--- src/rtl/sudoku_io_sequencer.sv ---
// -----------------------------------------------------------------------------
// sudoku_io_sequencer
//
// Sequences a Sudoku board between a byte UART and a cell-addressed board
// memory. Incoming ASCII digits are written into the board one cell at a time.
// The solver is started once the board is full. After a solve, the board is
// read back and sent out as ASCII digits. If the solver fails, a single
// failure character is sent instead.
//
// Parameters
//   P_CELLS      number of board cells loaded and unloaded (<= 128)
//   P_FAIL_CHAR  byte transmitted when the solver reports failure
//
// Ports
//   i_Clk            clock; all state changes happen on its rising edge
//   i_Rst_L          asynchronous active-low reset
//   i_Rx_Completed   one-cycle pulse: i_Rx_Byte is valid
//   i_Rx_Byte        received ASCII byte
//   o_Cell_We        board write strobe
//   o_Cell_Addr      board cell index
//   o_Cell_Wdata     cell digit, 0 = empty
//   i_Cell_Rdata     board read data, valid one cycle after o_Cell_Addr
//   o_Solve_Start    one-cycle solver start pulse
//   i_Solve_Done     one-cycle pulse: solve succeeded
//   i_Solve_Fail     one-cycle pulse: board unsolvable
//   o_Tx_Byte        byte to transmit
//   o_Tx_Ready       level request to the UART TX
//   i_Tx_Completed   one-cycle pulse: UART TX finished the byte
//   o_Busy           low only while idle in LOAD with no cells received
//   o_Error          set by a failure report, cleared by the next cell-0 write
// -----------------------------------------------------------------------------
module sudoku_io_sequencer #(
  parameter int unsigned P_CELLS     = 81,
  parameter logic [7:0]  P_FAIL_CHAR = 8'h58
) (
  input  logic       i_Clk,
  input  logic       i_Rst_L,
  input  logic       i_Rx_Completed,
  input  logic [7:0] i_Rx_Byte,
  output logic       o_Cell_We,
  output logic [6:0] o_Cell_Addr,
  output logic [3:0] o_Cell_Wdata,
  input  logic [3:0] i_Cell_Rdata,
  output logic       o_Solve_Start,
  input  logic       i_Solve_Done,
  input  logic       i_Solve_Fail,
  output logic [7:0] o_Tx_Byte,
  output logic       o_Tx_Ready,
  input  logic       i_Tx_Completed,
  output logic       o_Busy,
  output logic       o_Error
);

  typedef enum logic [2:0] {
    S_LOAD,
    S_START,
    S_SOLVE,
    S_READ,
    S_SEND,
    S_FAIL
  } t_state;

  localparam logic [6:0] C_LAST = 7'(P_CELLS - 1);

  t_state     r_State,       w_State;
  logic [6:0] r_Cnt,         w_Cnt;
  logic       r_Rd_Wait,     w_Rd_Wait;
  logic       r_Cell_We,     w_Cell_We;
  logic [6:0] r_Cell_Addr,   w_Cell_Addr;
  logic [3:0] r_Cell_Wdata,  w_Cell_Wdata;
  logic       r_Solve_Start, w_Solve_Start;
  logic [7:0] r_Tx_Byte,     w_Tx_Byte;
  logic       r_Tx_Ready,    w_Tx_Ready;
  logic       r_Error,       w_Error;
  logic       w_Is_Digit;

  assign w_Is_Digit = (i_Rx_Byte >= 8'h30) && (i_Rx_Byte <= 8'h39);

  always_ff @(posedge i_Clk or negedge i_Rst_L) begin
    if (!i_Rst_L) begin
      r_State       <= S_LOAD;
      r_Cnt         <= '0;
      r_Rd_Wait     <= 1'b0;
      r_Cell_We     <= 1'b0;
      r_Cell_Addr   <= '0;
      r_Cell_Wdata  <= '0;
      r_Solve_Start <= 1'b0;
      r_Tx_Byte     <= '0;
      r_Tx_Ready    <= 1'b0;
      r_Error       <= 1'b0;
    end else begin
      r_State       <= w_State;
      r_Cnt         <= w_Cnt;
      r_Rd_Wait     <= w_Rd_Wait;
      r_Cell_We     <= w_Cell_We;
      r_Cell_Addr   <= w_Cell_Addr;
      r_Cell_Wdata  <= w_Cell_Wdata;
      r_Solve_Start <= w_Solve_Start;
      r_Tx_Byte     <= w_Tx_Byte;
      r_Tx_Ready    <= w_Tx_Ready;
      r_Error       <= w_Error;
    end
  end

  always_comb begin
    w_State       = r_State;
    w_Cnt         = r_Cnt;
    w_Rd_Wait     = r_Rd_Wait;
    w_Cell_We     = 1'b0;
    w_Cell_Addr   = r_Cell_Addr;
    w_Cell_Wdata  = r_Cell_Wdata;
    w_Solve_Start = 1'b0;
    w_Tx_Byte     = r_Tx_Byte;
    w_Tx_Ready    = r_Tx_Ready;
    w_Error       = r_Error;

    case (r_State)
      S_LOAD: begin
        if (i_Rx_Completed && w_Is_Digit) begin
          w_Cell_We    = 1'b1;
          w_Cell_Addr  = r_Cnt;
          // For '0'..'9' the low nibble is already the digit value.
          w_Cell_Wdata = i_Rx_Byte[3:0];
          if (r_Cnt == '0) begin
            w_Error = 1'b0;
          end
          if (r_Cnt == C_LAST) begin
            w_Cnt   = '0;
            w_State = S_START;
          end else begin
            w_Cnt = r_Cnt + 7'd1;
          end
        end
      end

      S_START: begin
        w_Solve_Start = 1'b1;
        w_State       = S_SOLVE;
      end

      S_SOLVE: begin
        // A failure wins when both reports arrive in the same cycle.
        if (i_Solve_Fail) begin
          w_Error    = 1'b1;
          w_Tx_Byte  = P_FAIL_CHAR;
          w_Tx_Ready = 1'b1;
          w_State    = S_FAIL;
        end else if (i_Solve_Done) begin
          w_Cnt       = '0;
          w_Cell_Addr = '0;
          w_Rd_Wait   = 1'b0;
          w_State     = S_READ;
        end
      end

      S_READ: begin
        // First cycle presents the address, second captures the read data.
        if (!r_Rd_Wait) begin
          w_Rd_Wait = 1'b1;
        end else begin
          w_Rd_Wait  = 1'b0;
          w_Tx_Byte  = 8'h30 + {4'h0, i_Cell_Rdata};
          w_Tx_Ready = 1'b1;
          w_State    = S_SEND;
        end
      end

      S_SEND: begin
        if (i_Tx_Completed) begin
          w_Tx_Ready = 1'b0;
          if (r_Cnt < C_LAST) begin
            w_Cnt       = r_Cnt + 7'd1;
            w_Cell_Addr = r_Cnt + 7'd1;
            w_State     = S_READ;
          end else begin
            w_Cnt       = '0;
            w_Cell_Addr = '0;
            w_State     = S_LOAD;
          end
        end
      end

      S_FAIL: begin
        if (i_Tx_Completed) begin
          w_Tx_Ready  = 1'b0;
          w_Cnt       = '0;
          w_Cell_Addr = '0;
          w_State     = S_LOAD;
        end
      end

      default: begin
        w_State = S_LOAD;
      end
    endcase
  end

  assign o_Cell_We     = r_Cell_We;
  assign o_Cell_Addr   = r_Cell_Addr;
  assign o_Cell_Wdata  = r_Cell_Wdata;
  assign o_Solve_Start = r_Solve_Start;
  assign o_Tx_Byte     = r_Tx_Byte;
  assign o_Tx_Ready    = r_Tx_Ready;
  assign o_Error       = r_Error;
  assign o_Busy        = !((r_State == S_LOAD) && (r_Cnt == '0));

endmodule

--- config.mk ---
export PLATFORM = sky130hd
export DESIGN_NAME = sudoku_io_sequencer
export DESIGN_NICKNAME = d
export VERILOG_FILES = /design/src/rtl/sudoku_io_sequencer.sv
export SDC_FILE = /design/constraint.sdc
export NUM_CORES = 1
export LEC_CHECK = 0
export BUFFER_PORTS_ARGS = -buffer_cell sky130_fd_sc_hd__clkbuf_2
export CELL_PAD_IN_SITES_DETAIL_PLACEMENT = 1
export CELL_PAD_IN_SITES_GLOBAL_PLACEMENT = 1
export CORE_MARGIN = 3
export CORE_UTILIZATION = 36
export DETAILED_ROUTE_END_ITERATION = 10
export PLACE_DENSITY = 0.78
export SLEW_MARGIN = 25
export SYNTH_ARGS = -nofsm -noshare
export SYNTH_HDL_FRONTEND = slang
export SYNTH_SLANG_ARGS = --single-unit
--- constraint.sdc ---
create_clock -name i_Clk -period 1.65 [get_ports i_Clk]
set_input_delay 0 -clock i_Clk [delete_from_list [all_inputs] [get_ports i_Clk]]
set_output_delay 0 -clock i_Clk [all_outputs]
set_load 0.01 [all_outputs]
**After elaboration in Yosys (flattened, before gate mapping)**

Cells that the tools add are included.

- Flip-flop bits (word level): 34
- Bits of input ports: 18
- Word-level logic and storage cells: 86

- Add/subtract/negate cells: 2
- Magnitude comparators: 3
- Equality and inequality tests: 17
- Muxes and demuxes: 36
- Reduce and logical (&&, ||, !) cells: 18

Operators by type and width:

| kind | number |
|---|---|
| 7-bit two-way mux | 8 |
| 7-bit one-hot mux with 4 select lines | 2 |
| 3-bit two-way mux | 7 |
| 3-bit one-hot mux with 6 select lines | 1 |
| 8-bit two-way mux | 2 |
| 2-bit inequality test, second input constant | 8 |
| 8-bit one-hot mux with 2 select lines | 1 |
| 6-bit AND reduction | 2 |
| 1-bit two-way mux | 11 |
| 8-bit by 6-bit >= comparator with 1-bit output, second input constant | 1 |
| 8-bit by 6-bit <= comparator with 1-bit output, second input constant | 1 |
| 4-bit AND reduction | 2 |
| 6-bit by 4-bit adder with 7-bit output, first input constant | 1 |
| 7-bit by 1-bit adder with 7-bit output, second input constant | 1 |
| 7-bit == test, second input constant | 1 |
| 7-bit zero test | 1 |
| 7-bit < comparator, second input constant | 1 |
| 3-bit by 2-bit == test with 1-bit output, second input constant | 2 |
| 3-bit == test, second input constant | 2 |
| 3-bit AND reduction | 2 |
| 2-bit by 1-bit inequality test with 1-bit output, second input constant | 2 |
| 1-bit one-hot mux with 2 select lines | 2 |
| 2-bit nonzero test | 2 |
| 4-bit nonzero test | 1 |
| 10 further kinds | 12 |

**Depth between registers and ports, before layout**

Gate-level depths: netlist of the first run.

- Depth after elaboration: 5
- Depth in mapped cells: 8

**Worst setup path after synthesis of the first run**

Ideal clock, no wire load.

- Path type: register to register
- Start: register r_Cnt[0]
- End: register r_Cnt[3]
- Library setup time: 121 ps
- Arrival time: 1564 ps
- Required time: 1529 ps
- Path slack: -35 ps
- Stages on the path, launching flop included: 8
- Path buffers: 0
- Period minus slack after synthesis: 1685 ps
- Cells stage by stage: dfrtp_1 inv_1 ha_1 nor4b_2 nand3_1 a21oi_4 o21bai_1 a22o_1

- Longest elaborated chain between the ends: 4
- Elaborated cells between the ends (all ways): 8
- Those cells by class: add/sub (1); order compare (1); eq/ne (1); mux (5)

Ends and longest elaborated chain:

| what | line | source |
|---|---|---|
| from (decl) | 66 | `logic [6:0] r_Cnt, w_Cnt;` |
| from (signal assigned) | 93 | `r_Cnt <= w_Cnt;` |
| 7-bit by 1-bit adder with 7-bit output (tied with other cells) | 131, 172 |  |
| 7-bit two-way mux (on tied branches) | 171, 127 |  |
| 7-bit two-way mux (on tied branches) | 169, 119 |  |
| 7-bit one-hot mux with 4 select lines (*) | 117 | `case (r_State)` |

Every way passes the cells marked *; elsewhere a longest branch is shown, timed or not. The select of a mux whose other input is x is not followed.
A chain may end at the register's enable or synchronous reset.

**Final worst setup path of the first run**

- Start: register r_Cnt[1]
- End: register r_Cnt[0]

- Longest elaborated chain between the ends: 4
- Elaborated cells between the ends (all ways): 7
- Those cells by class: order compare (1); eq/ne (1); mux (5)

Ends and longest elaborated chain:

| what | line |
|---|---|
| 7-bit < comparator or 7-bit == test (tied branches) | 171, 127 |
| 7-bit two-way mux (on tied branches) | 171, 127 |
| 7-bit two-way mux (on tied branches) | 169, 119 |
| 7-bit one-hot mux with 4 select lines (*) | 117 |

Marks and branches as above.

==> metrics.txt, run 1 <==
# TYPE chip_impl_metric gauge
chip_impl_metric{name="first_global_vias",unit=""} 1817
chip_impl_info{name="critical_path.top_delay_family",value="simple AND/OR/NAND/NOR gates"} 1
chip_impl_info{name="path_class",value="reg -> reg"} 1
chip_impl_metric{name="detail_route.drc_violations",unit=""} 0
chip_impl_metric{name="die_outline_width",unit="um"} 77.5
chip_impl_metric{name="worst_setup_hold_path_clk_slew",unit="ns"} 0.06
chip_impl_metric{name="finalClockSkew",unit="ns"} 0.00259
chip_impl_metric{name="grt_start_max_net_pins",unit=""} 16
chip_impl_metric{name="routed_wl_per_cell",unit="um"} 15.4
chip_impl_metric{name="path_buf_inv",unit=""} 1
chip_impl_info{name="critPathSlowestCell",value="dfrtp_1"} 1
chip_impl_metric{name="cts_buffers",unit=""} 5
chip_impl_metric{name="worst-endpoint-arrival",unit="ns"} 1.88
chip_impl_info{name="setup.worst_path.end_class",value="flop"} 1
chip_impl_metric{name="utilization",unit=""} 0.528
chip_impl_metric{name="grt_pass1_wl",unit="um"} 8830
chip_impl_info{name="cts_tree",value="yes"} 1
chip_impl_info{name="cts_root_buf",value="clkbuf_8"} 1
chip_impl_metric{name="grt_use_met2",unit=""} 0.316
chip_impl_info{name="timing.rr.start",value="r_Cnt[1]$_DFFE_PN0P_"} 1
chip_impl_info{name="unrepaired_setup_endpoints_after_global_routing",value="true"} 1
chip_impl_metric{name="area.sequential",unit="um2"} 827
chip_impl_metric{name="postSynthCellCount",unit=""} 191
chip_impl_metric{name="initial_utilization",unit=""} 0.382
chip_impl_info{name="layout_commonest_cell",value="clkbuf_2"} 1
chip_impl_metric{name="finalNetCount",unit=""} 290
chip_impl_metric{name="critPathMaxStageDelay",unit="ns"} 0.40
chip_impl_metric{name="synth_cell_type_count",unit=""} 42
chip_impl_metric{name="drtAntennaViolNets",unit=""} 0
chip_impl_metric{name="avgSynthCellArea",unit="um2"} 9.63
chip_impl_metric{name="footprint_of_the_multi_input_gates",unit="um2"} 968
chip_impl_metric{name="finalHoldWorstSlack",unit="ns"} 0.0277
chip_impl_metric{name="die-height",unit="um"} 77.5
chip_impl_metric{name="clock_sinks",unit=""} 33
chip_impl_metric{name="port_buffers",unit=""} 40
chip_impl_metric{name="synth_nets",unit=""} 212
chip_impl_metric{name="antenna_found_initial",unit=""} 0
chip_impl_metric{name="synth-seq-cells",unit=""} 33
chip_impl_metric{name="post-layout-total-power",unit="mW"} 4.40
chip_impl_metric{name="dpl.hpwl",unit="um"} 3950
chip_impl_metric{name="hold-path-cell-count",unit=""} 3
chip_impl_info{name="postSynth.topFlopCell",value="dfrtp_1"} 1
chip_impl_info{name="cp_launch_type",value="flop"} 1
chip_impl_metric{name="grt_use_met3",unit=""} 0.0394
chip_impl_metric{name="core.rowCount",unit=""} 25
chip_impl_metric{name="setup.reg_to_reg.worst_slack",unit="ns"} -0.06
chip_impl_metric{name="insertion_delay",unit="ns"} 0.28
chip_impl_metric{name="grt_util_met1",unit=""} 0.230
chip_impl_metric{name="detailedPlace.worstSlack",unit="ns"} -0.172
chip_impl_metric{name="syn_to_final_growth",unit="%"} 38.2
chip_impl_info{name="r2r-end",value="r_Cnt[0]$_DFFE_PN0P_"} 1
chip_impl_metric{name="floorplan.io_pins",unit=""} 42
chip_impl_metric{name="power.ir.vdd_worst",unit="uV"} 660
chip_impl_metric{name="combinationalPowerShare",unit=""} 0.565
chip_impl_metric{name="ys_warn_count",unit=""} 0
chip_impl_metric{name="required",unit="ns"} 1.82
chip_impl_metric{name="power.leakage",unit="nW"} 1.23
chip_impl_metric{name="drt_iter0_drc",unit=""} 88
chip_impl_metric{name="drt_first_pass_iters",unit=""} 4
chip_impl_metric{name="grt.overflow.total",unit=""} 0
chip_impl_metric{name="path_max_fanout",unit=""} 8
chip_impl_metric{name="final_max_slew_viol_count",unit=""} 0
chip_impl_metric{name="layout_setup_ws",unit="ns"} -0.0634
chip_impl_metric{name="design.die.area",unit="mm2"} 0.00600
chip_impl_metric{name="floorplan.core_area",unit="mm2"} 0.00482
chip_impl_info{name="violations",value="setup timing"} 1
chip_impl_metric{name="time_the_final_worst_path_needs_with_i_o_delays_and_setup",unit="ns"} 1.71
chip_impl_metric{name="weighted_congestion_at_the_end_of_routability_driven_global_placement",unit=""} 0.797
chip_impl_metric{name="power_switching",unit="mW"} 1.77
chip_impl_metric{name="synth_seq_area_share",unit=""} 0.449
chip_impl_metric{name="worstRegToRegCells",unit=""} 7
chip_impl_info{name="grt_peak_use_layer",value="met2"} 1
chip_impl_metric{name="post-route-period-util",unit=""} 1.04
chip_impl_info{name="layout.cells.most_common_list",value="clkbuf_2, buf_4, dfrtp_1"} 1
chip_impl_metric{name="report.final.setup_viol",unit=""} 6
chip_impl_metric{name="p_clk_frac",unit=""} 0.139
chip_impl_metric{name="internal-power",unit="mW"} 2.63
chip_impl_metric{name="post_synth_instance_area",unit="mm2"} 0.00184
chip_impl_metric{name="power_per_cell_area",unit="mW/mm2"} 1730
chip_impl_metric{name="seq_power_share",unit=""} 0.295
chip_impl_info{name="hold_path_end",value="o_Tx_Byte[3]$_DFFE_PN0P_"} 1
chip_impl_metric{name="drt-vias-per-instance",unit=""} 5.01
chip_impl_metric{name="synth_edf_count",unit=""} 0
chip_impl_metric{name="fillers",unit=""} 587
chip_impl_metric{name="ctsHtreeMaxLevel",unit=""} 2
chip_impl_metric{name="hold_viol",unit=""} 0
chip_impl_metric{name="highest_clock_rate",unit="MHz"} 584
chip_impl_info{name="min-delay-start",value="i_Cell_Rdata[3]"} 1
chip_impl_metric{name="vias",unit=""} 1685
chip_impl_metric{name="detail_route.wirelength",unit="um"} 5190
chip_impl_metric{name="sw_frac_of_total",unit=""} 0.402
chip_impl_metric{name="maxCapViolCount",unit=""} 0
chip_impl_metric{name="final_layout_size_suffix_gt1_frac",unit=""} 0.413
chip_impl_info{name="worst_hold_path_type",value="in -> reg"} 1
chip_impl_metric{name="track_usage",unit=""} 0.185
chip_impl_info{name="path_cells",value="inv_2 -> ha_4 -> nor4b_4 -> nand3_2 -> a21oi_4 -> nor2_4 -> mux2_4"} 1
chip_impl_info{name="run_status",value="finished, violations left"} 1
chip_impl_metric{name="longest_clk_path_bufs",unit=""} 2
chip_impl_metric{name="synth-async-reset-ratio",unit=""} 1.00
chip_impl_metric{name="antenna_cells_inserted",unit=""} 0
==> flip-flops by register name (all words and copies together) (netlist names), 3 cells and up <==
| signal | cells |
|---|---|
| o_Cell_Addr | 7 |
| o_Cell_Wdata | 4 |
| o_Tx_Byte | 7 |
| r_Cnt | 7 |
| r_State | 3 |
==> worst max-delay path by stage <==
stage / from / endpoint / slack [ns] / depth (start not counted)
6_report: r_Cnt[1]$_DFFE_PN0P_ / r_Cnt[0]$_DFFE_PN0P_ / -0.06 / 7
5_1_grt: r_Cnt[1]$_DFFE_PN0P_ / r_Cnt[0]$_DFFE_PN0P_ / -0.17 / 7
4_1_cts: r_Cnt[0]$_DFFE_PN0P_ / r_Cnt[0]$_DFFE_PN0P_ / -0.09 / 7
3_5_place_dp: r_Cnt[0]$_DFFE_PN0P_ / r_Cnt[0]$_DFFE_PN0P_ / -0.17 / 7
3_3_place_gp: r_Cnt[0]$_DFFE_PN0P_ / r_Cnt[0]$_DFFE_PN0P_ / -0.04 / 7
2_1_floorplan: r_State[2]$_DFFE_PN0P_ / r_Cnt[3]$_DFFE_PN0P_ / -0.01 / 7
==> final cells by class <==
| type | instances | share of cell area |
|---|---|---|
| Inverter | 8 | 0.0118 |
| Sequential cell | 33 | 0.325 |
| Clock buffer | 7 | 0.0340 |
| Tap cell | 67 | 0.0330 |
| Multi-Input combinational cell | 138 | 0.381 |
| Timing Repair Buffer | 83 | 0.215 |
==> cells in the mapped netlist (all sizes together), types with 2 or more instances <==
library cell,count,area share
inv,8,0.016
nand2b,6,0.029
buf,11,0.050
ha,3,0.020
nor2,17,0.039
and3,3,0.010
or3,2,0.0068
a22o,9,0.048
nand2,15,0.031
dfrtp,33,0.45
nor2b,3,0.010
o21a,2,0.0088
a21oi,13,0.042
o211ai,2,0.0082
nor3b,2,0.0082
nand3,7,0.019
nor3,5,0.014
a211o,2,0.0095
o21ai,22,0.060
o21bai,6,0.024
o22ai,3,0.010
mux2,5,0.031
==> logic make-up (layout without fill, tap and decap cells) <==
family                     count (synthesis)  after routing  share of synthesized area
AOI/OAI and AO/OA                         63             63                      0.227
adders and majority gates                  3              3                     0.0204
buffers and inverters                     20             98                     0.0680
DFF                                       33             33                      0.449
muxes                                      6              6                     0.0361
other                                      1              1                    0.00204
and+or+nand+nor                           65             65                      0.197
==> per-stage QoR <==
step / cells / setup TNS [ns] / area, um2
final: 336 / -0.161 / 2540
after global routing: 336 / -0.971 / 2540
after CTS: 335 / -0.275 / 2490
after detailed placement: 319 / -0.976 / 2290
after global placement: 319 / -0.155 / 2290
after floorplan: 191 / -0.0597 / 1850
==> repair_timing <==
| action | 4_1_cts | 5_1_grt |
|---|---|---|
| setup endpoints to repair | 8 | 24 |
| hold buffers | 5 | 0 |
| hold endpoints to repair | 37 | 0 |
| resized for setup | 9 | 15 |
| gates cloned | 0 | 0 |
| pin swaps | 8 | 9 |
| buffers inserted | 4 | 2 |
==> metal layers <==
layer | part of all wire | vias to the layer above
li1 | - | 830
met1 | 0.45 | 806
met2 | 0.50 | 41
met3 | 0.037 | 8
met4 | 0.017 | 0
met5 | 0 | -
==> worst reg2reg max path: stages (launching register included) <==
cell and delay [ns]:
dfrtp_1 0.40, inv_2 0.08, ha_4 0.12, nor4b_4 0.22, nand3_2 0.15, a21oi_4 0.28, nor2_4 0.08, mux2_4 0.27
==> power by group through the flow <==
stage          clock [mW]  sequential, mW  combinational, mW
3_5_place_dp            0            1.30               2.24
6_report            0.614            1.30               2.49
3_3_place_gp            0            1.28               2.16
5_1_grt             0.673            1.35               2.74
4_1_cts             0.630            1.30               2.40
2_1_floorplan           0            1.32               1.40
(Power assumes the default switching activity.)
==> inputs of run 2 (changes only) <==
--- a/config.mk
+++ b/config.mk
@@ -5,13 +5,14 @@
 export SDC_FILE = /design/constraint.sdc
 export NUM_CORES = 1
 export LEC_CHECK = 0
+export ABC_CLOCK_PERIOD_IN_PS = 1650
 export BUFFER_PORTS_ARGS = -buffer_cell sky130_fd_sc_hd__clkbuf_2
 export CELL_PAD_IN_SITES_DETAIL_PLACEMENT = 1
 export CELL_PAD_IN_SITES_GLOBAL_PLACEMENT = 1
 export CORE_MARGIN = 3
 export CORE_UTILIZATION = 36
 export DETAILED_ROUTE_END_ITERATION = 10
-export PLACE_DENSITY = 0.78
+export PLACE_DENSITY_LB_ADDON = 0.1
 export SLEW_MARGIN = 25
 export SYNTH_ARGS = -nofsm -noshare
 export SYNTH_HDL_FRONTEND = slang
==> constraint.sdc (replaced) <==
create_clock -name i_Clk -period 1.65 [get_ports i_Clk]
set_input_delay 0 -clock i_Clk [delete_from_list [all_inputs] [get_ports i_Clk]]
set_output_delay 0 -clock i_Clk [all_outputs]
set_load 0.005 [all_outputs]
==> metrics.txt, run 2 (synthesis gave the netlist of run 1 again) <==
# TYPE chip_impl_metric gauge
chip_impl_info{name="run_status",value="finished, violations left"} 1
chip_impl_info{name="violations",value="setup timing"} 1
chip_impl_metric{name="drt_iter0_drc",unit=""} 66
chip_impl_info{name="hold_path_end",value="o_Tx_Byte[3]$_DFFE_PN0P_"} 1
chip_impl_info{name="min-delay-start",value="i_Cell_Rdata[3]"} 1
chip_impl_metric{name="die-height",unit="um"} 77.5
chip_impl_metric{name="grt_start_max_net_pins",unit=""} 19
chip_impl_metric{name="finalClockSkew",unit="ns"} 0.00158
chip_impl_metric{name="drt_first_pass_iters",unit=""} 4
chip_impl_info{name="path_class",value="reg -> reg"} 1
chip_impl_info{name="cts_tree",value="yes"} 1
chip_impl_metric{name="finalNetCount",unit=""} 293
chip_impl_metric{name="worst_setup_hold_path_clk_slew",unit="ns"} 0.07
chip_impl_metric{name="fillers",unit=""} 576
chip_impl_metric{name="hold_viol",unit=""} 0
chip_impl_metric{name="floorplan.core_area",unit="mm2"} 0.00482
chip_impl_metric{name="die_outline_width",unit="um"} 77.5
chip_impl_metric{name="worst-endpoint-arrival",unit="ns"} 1.89
chip_impl_info{name="timing.rr.start",value="r_Cnt[1]$_DFFE_PN0P_"} 1
chip_impl_metric{name="final_max_slew_viol_count",unit=""} 0
chip_impl_info{name="setup.worst_path.end_class",value="flop"} 1
chip_impl_info{name="cp_launch_type",value="flop"} 1
chip_impl_metric{name="report.final.setup_viol",unit=""} 7
chip_impl_metric{name="vias",unit=""} 1818
chip_impl_metric{name="fin_cells",unit=""} 340
chip_impl_metric{name="highest_clock_rate",unit="MHz"} 583
chip_impl_metric{name="required",unit="ns"} 1.83
chip_impl_info{name="cts_root_buf",value="clkbuf_8"} 1
chip_impl_metric{name="worstRegToRegCells",unit=""} 8
chip_impl_metric{name="utilization",unit=""} 0.548
chip_impl_metric{name="post-route-period-util",unit=""} 1.04
chip_impl_metric{name="detail_route.drc_violations",unit=""} 0
chip_impl_metric{name="floorplan.io_pins",unit=""} 42
chip_impl_metric{name="grt_pass1_wl",unit="um"} 9430
chip_impl_metric{name="grt.overflow.total",unit=""} 0
chip_impl_metric{name="antenna_found_initial",unit=""} 0
chip_impl_metric{name="time_the_final_worst_path_needs_with_i_o_delays_and_setup",unit="ns"} 1.71
chip_impl_metric{name="maxCapViolCount",unit=""} 0
chip_impl_info{name="crit_path_start",value="r_Cnt[1]$_DFFE_PN0P_"} 1
chip_impl_metric{name="first_global_vias",unit=""} 1874
chip_impl_metric{name="syn_to_final_growth",unit="%"} 43.6
chip_impl_metric{name="hold-path-cell-count",unit=""} 3
chip_impl_metric{name="insertion_delay",unit="ns"} 0.29
chip_impl_metric{name="dp_cells",unit=""} 312
chip_impl_metric{name="layout_setup_ws",unit="ns"} -0.0641
chip_impl_metric{name="power.leakage",unit="nW"} 1.26
chip_impl_metric{name="longest_clk_path_bufs",unit=""} 2
chip_impl_metric{name="cts_buffers",unit=""} 5
chip_impl_metric{name="path_max_fanout",unit=""} 5
chip_impl_info{name="layout.cells.most_common_list",value="clkbuf_2, buf_4, dfrtp_1"} 1
chip_impl_info{name="r2r-end",value="r_Cnt[0]$_DFFE_PN0P_"} 1
chip_impl_info{name="unrepaired_setup_endpoints_after_global_routing",value="true"} 1
chip_impl_metric{name="drtAntennaViolNets",unit=""} 0
chip_impl_metric{name="power.ir.vdd_worst",unit="uV"} 711
chip_impl_metric{name="placed_cell_area",unit="mm2"} 0.00224
chip_impl_info{name="worst_hold_path_type",value="in -> reg"} 1
chip_impl_metric{name="detail_route.wirelength",unit="um"} 5880
chip_impl_info{name="layout_commonest_cell",value="clkbuf_2"} 1
chip_impl_metric{name="routed_wl_per_cell",unit="um"} 17.3
chip_impl_metric{name="design.die.area",unit="mm2"} 0.00600
chip_impl_metric{name="finalInstanceArea",unit="mm2"} 0.00264
chip_impl_metric{name="clock_sinks",unit=""} 33
chip_impl_metric{name="port_buffers",unit=""} 40
chip_impl_metric{name="power_per_cell_area",unit="mW/mm2"} 1800
chip_impl_metric{name="setup-tns-final",unit="ns"} -0.247
chip_impl_metric{name="track_usage",unit=""} 0.196
chip_impl_metric{name="weighted_congestion_at_the_end_of_routability_driven_global_placement",unit=""} 0.759
chip_impl_metric{name="post-layout-total-power",unit="mW"} 4.74
chip_impl_metric{name="worst_slew_margin",unit=""} 0.665
chip_impl_metric{name="initial_utilization",unit=""} 0.382
chip_impl_metric{name="setup.reg_to_reg.worst_slack",unit="ns"} -0.06
chip_impl_metric{name="antenna_cells_inserted",unit=""} 0
chip_impl_metric{name="final_layout_size_suffix_gt1_frac",unit=""} 0.462
chip_impl_metric{name="core.rowCount",unit=""} 25
chip_impl_metric{name="worstMarginPinSlew",unit="ns"} 0.497
chip_impl_metric{name="dpl.hpwl",unit="um"} 3910
chip_impl_metric{name="drt-vias-per-instance",unit=""} 5.35
chip_impl_metric{name="ctsHtreeMaxLevel",unit=""} 2
## run 2: worst max path at each step
stage / end / slack, ns / cells after the start
2_1_floorplan: r_Cnt[3]$_DFFE_PN0P_ / -0.01 / 7
3_3_place_gp: r_Cnt[0]$_DFFE_PN0P_ / -0.03 / 7
3_5_place_dp: r_Cnt[6]$_DFFE_PN0P_ / -0.16 / 7
4_1_cts: r_Cnt[0]$_DFFE_PN0P_ / -0.07 / 7
5_1_grt: r_Cnt[4]$_DFFE_PN0P_ / -0.17 / 8
6_report: r_Cnt[0]$_DFFE_PN0P_ / -0.06 / 8
## run 2: repair_timing
item,CTS,global route
pin swaps,15,12
setup buffers,3,10
endpoints found under the setup margin,23,26
hold buffers,6,0
endpoints found under the hold margin,21,0
gates cloned,0,2
resized for setup,15,22
## run 2: layout make-up
cell class                      count  area, um2  area share
Clock buffer                        7       96.3      0.0365
Clock inverter                      1       5.00     0.00189
Inverter                            8       30.0      0.0114
Multi-Input combinational cell    140       1040       0.393
Sequential cell                    33        831       0.315
Tap cell                           67       83.8      0.0317
Timing Repair Buffer               84        557       0.211
## run 2: per-layer routing
layer | vias to the layer above | track usage | wire, um
met5 | - | 0 | 0
li1 | 846 | - | -
met2 | 45 | 0.361 | 3200
met4 | 0 | 0.0480 | 58
met3 | 6 | 0.0429 | 226
met1 | 921 | 0.230 | 2400
## run 2: stage by stage
stage                     hold WS, ns  worst slack, ns
after floorplan                -0.296          -0.0130
after global placement        -0.0188          -0.0280
after detailed placement      -0.0110           -0.159
after CTS                     0.00470          -0.0662
after global routing           0.0265           -0.172
final                          0.0172          -0.0641
## run 2: worst max-delay path: stages, from the launching register on
cell	delay (ns)
dfrtp_1	0.40
inv_2	0.08
ha_4	0.13
nor4b_4	0.23
nand3_2	0.14
a21oi_4	0.17
buf_6	0.14
nor2_4	0.05
mux2_4	0.26
## run 2: power by group
group	internal [mW]	switching, mW
Clock	0.377	0.313
Sequential	1.07	0.266
Combinational	1.39	1.32
==> inputs of run 3 (changes only) <==
--- a/config.mk
+++ b/config.mk
@@ -13,6 +13,7 @@
 export CORE_UTILIZATION = 36
 export DETAILED_ROUTE_END_ITERATION = 10
 export PLACE_DENSITY_LB_ADDON = 0.1
+export RECOVER_POWER = 100
 export SLEW_MARGIN = 25
 export SYNTH_ARGS = -nofsm -noshare
 export SYNTH_HDL_FRONTEND = slang
==> metrics.txt, run 3 (synthesis gave the netlist of run 1 again) <==
# TYPE chip_impl_metric gauge
chip_impl_metric{name="final_max_slew_viol_count",unit=""} 0
chip_impl_metric{name="antenna_cells_inserted",unit=""} 0
chip_impl_info{name="unrepaired_setup_endpoints_after_global_routing",value="true"} 1
chip_impl_metric{name="detailedPlace.worstSlack",unit="ns"} -0.159
chip_impl_metric{name="p_clk_frac",unit=""} 0.147
chip_impl_metric{name="drt_iter0_drc",unit=""} 67
chip_impl_info{name="timing.rr.start",value="r_State[0]$_DFFE_PN0P_"} 1
chip_impl_info{name="violations",value="setup timing"} 1
chip_impl_info{name="layout_commonest_cell",value="clkbuf_2"} 1
chip_impl_metric{name="layout_setup_ws",unit="ns"} -0.0799
chip_impl_info{name="cp_launch_type",value="flop"} 1
chip_impl_metric{name="post-layout-total-power",unit="mW"} 4.70
chip_impl_metric{name="finalHoldWorstSlack",unit="ns"} 0.0208
chip_impl_info{name="critPathSlowestCell",value="dfrtp_1"} 1
chip_impl_info{name="worst_hold_path_type",value="in -> reg"} 1
chip_impl_metric{name="grt_start_max_net_pins",unit=""} 19
chip_impl_metric{name="power_per_cell_area",unit="mW/mm2"} 1800
chip_impl_metric{name="sw_frac_of_total",unit=""} 0.404
chip_impl_metric{name="maxCapViolCount",unit=""} 0
chip_impl_info{name="setup.worst_path.end_class",value="flop"} 1
chip_impl_info{name="min-delay-start",value="i_Cell_Rdata[3]"} 1
chip_impl_metric{name="weighted_congestion_at_the_end_of_routability_driven_global_placement",unit=""} 0.759
chip_impl_metric{name="internal-power",unit="mW"} 2.80
chip_impl_metric{name="fin_cells",unit=""} 340
chip_impl_metric{name="finalInstanceArea",unit="mm2"} 0.00262
chip_impl_metric{name="required",unit="ns"} 1.82
chip_impl_metric{name="path_max_fanout",unit=""} 11
chip_impl_info{name="r2r-end",value="r_Cnt[6]$_DFFE_PN0P_"} 1
chip_impl_metric{name="routed_wl_per_cell",unit="um"} 17.2
chip_impl_metric{name="insertion_delay",unit="ns"} 0.29
chip_impl_metric{name="detail_route.wirelength",unit="um"} 5860
chip_impl_metric{name="dp_cells",unit=""} 312
chip_impl_metric{name="cts_buffers",unit=""} 5
chip_impl_metric{name="track_usage",unit=""} 0.196
chip_impl_metric{name="power.leakage",unit="nW"} 1.23
chip_impl_metric{name="grt.overflow.total",unit=""} 0
chip_impl_metric{name="floorplan.io_pins",unit=""} 42
chip_impl_metric{name="design.die.area",unit="mm2"} 0.00600
chip_impl_metric{name="seq_power_share",unit=""} 0.284
chip_impl_metric{name="worst_setup_hold_path_clk_slew",unit="ns"} 0.07
chip_impl_metric{name="syn_to_final_growth",unit="%"} 42.3
chip_impl_metric{name="power_switching",unit="mW"} 1.90
chip_impl_info{name="path_class",value="reg -> reg"} 1
chip_impl_metric{name="placed_cell_area",unit="mm2"} 0.00224
chip_impl_metric{name="dpl.hpwl",unit="um"} 3910
chip_impl_info{name="layout.cells.most_common_list",value="clkbuf_2, dfrtp_1, buf_4"} 1
chip_impl_metric{name="post-route-period-util",unit=""} 1.05
chip_impl_metric{name="port_buffers",unit=""} 40
chip_impl_metric{name="worst_slew_margin",unit=""} 0.288
chip_impl_metric{name="critPathMaxStageDelay",unit="ns"} 0.52
chip_impl_metric{name="final_layout_size_suffix_gt1_frac",unit=""} 0.414
chip_impl_info{name="hold_path_end",value="o_Tx_Byte[3]$_DFFE_PN0P_"} 1
chip_impl_metric{name="setup.reg_to_reg.worst_slack",unit="ns"} -0.08
chip_impl_metric{name="time_the_final_worst_path_needs_with_i_o_delays_and_setup",unit="ns"} 1.73
chip_impl_info{name="run_status",value="finished, violations left"} 1
chip_impl_metric{name="die-height",unit="um"} 77.5
chip_impl_info{name="cts_root_buf",value="clkbuf_8"} 1
chip_impl_metric{name="worst-endpoint-arrival",unit="ns"} 1.90
chip_impl_info{name="path_cells",value="a211o_1 -> a22o_4 -> o21bai_1 -> a22o_1"} 1
chip_impl_metric{name="power.ir.vdd_worst",unit="uV"} 709
chip_impl_metric{name="worstRegToRegCells",unit=""} 4
chip_impl_metric{name="hold-path-cell-count",unit=""} 3
chip_impl_metric{name="utilization",unit=""} 0.543
chip_impl_metric{name="highest_clock_rate",unit="MHz"} 578
chip_impl_metric{name="detail_route.drc_violations",unit=""} 0
chip_impl_metric{name="initial_utilization",unit=""} 0.382
chip_impl_metric{name="die_outline_width",unit="um"} 77.5
chip_impl_metric{name="finalNetCount",unit=""} 293
chip_impl_metric{name="grt_pass1_wl",unit="um"} 9430
chip_impl_metric{name="antenna_found_initial",unit=""} 0
chip_impl_metric{name="floorplan.core_area",unit="mm2"} 0.00482
chip_impl_metric{name="worstMarginPinSlew",unit="ns"} 1.07
chip_impl_metric{name="drt-vias-per-instance",unit=""} 5.33
chip_impl_metric{name="core.rowCount",unit=""} 25
chip_impl_metric{name="clock_sinks",unit=""} 33
chip_impl_metric{name="combinationalPowerShare",unit=""} 0.569
chip_impl_metric{name="setup-tns-final",unit="ns"} -0.330
chip_impl_metric{name="longest_clk_path_bufs",unit=""} 2
chip_impl_metric{name="first_global_vias",unit=""} 1874
chip_impl_metric{name="vias",unit=""} 1812
chip_impl_metric{name="drt_first_pass_iters",unit=""} 4
chip_impl_metric{name="ctsHtreeMaxLevel",unit=""} 2
chip_impl_metric{name="finalClockSkew",unit="ns"} 0.00172
chip_impl_metric{name="drtAntennaViolNets",unit=""} 0
chip_impl_metric{name="report.final.setup_viol",unit=""} 7
chip_impl_info{name="cts_tree",value="yes"} 1
chip_impl_metric{name="hold_viol",unit=""} 0
-- run 3: changes by cell type in the layout (fill, tap and decap cells not counted) --
| cell | change |
|---|---|
| and2_1 | -1 |
| dfrtp_2 | -2 |
| clkbuf_1 | +11 |
| and2_0 | +1 |
| clkbuf_2 | -8 |
| dfrtp_1 | +2 |
| buf_4 | -4 |
| clkbuf_4 | +1 |
-- run 3: layout make-up --
class	count	area (um2)
fillers	583	2200
multi-input cells	140	1040
clock buffers	7	96.3
flip-flops and latches	33	828
well taps	67	83.8
repair buffers	84	536
inverters	8	30.0
clock inverters	1	5.00
-- run 3: metal layers --
layer  track usage  vias to the layer above  wire length, um
li1              -                      846                -
met1         0.230                      932             2460
met2         0.361                       28             3190
met3        0.0429                        6              163
met4        0.0480                        0               58
met5             0                        -                0
-- run 3: power by group through the flow --
stage / combinational, mW / clock (mW) / sequential, mW
floorplan: 1.40 / 0 / 1.26
global placement: 2.02 / 0 / 1.30
detailed placement: 2.11 / 0 / 1.33
CTS: 2.36 / 0.706 / 1.33
global route: 2.94 / 0.734 / 1.38
finish: 2.68 / 0.692 / 1.33
-- run 3: critical path, delay by kind of cell, from the launching register on --
| kind | cells | cell delay [ns] |
|---|---|---|
| compound gates | 4 | 1.09 |
| flops | 1 | 0.52 |
-- run 3: worst max-delay path by stage --
stage	startpoint	endpoint	slack, ns	cells past startpoint
final	r_State[0]$_DFFE_PN0P_	r_Cnt[6]$_DFFE_PN0P_	-0.08	4
after global routing	r_Cnt[0]$_DFFE_PN0P_	r_Cnt[4]$_DFFE_PN0P_	-0.17	8
after CTS	r_Cnt[0]$_DFFE_PN0P_	r_Cnt[0]$_DFFE_PN0P_	-0.07	7
after detailed placement	r_Cnt[0]$_DFFE_PN0P_	r_Cnt[6]$_DFFE_PN0P_	-0.16	7
after global placement	r_Cnt[0]$_DFFE_PN0P_	r_Cnt[0]$_DFFE_PN0P_	-0.03	7
after floorplan	r_State[2]$_DFFE_PN0P_	r_Cnt[3]$_DFFE_PN0P_	-0.01	7
-- run 3: repair_timing --
item	4_1_cts	5_1_grt
hold endpoints to repair	21	0
hold buffers	6	0
setup buffers	3	10
pin swaps	15	12
gates cloned	0	2
setup endpoints to repair	23	26
resized for setup	15	22
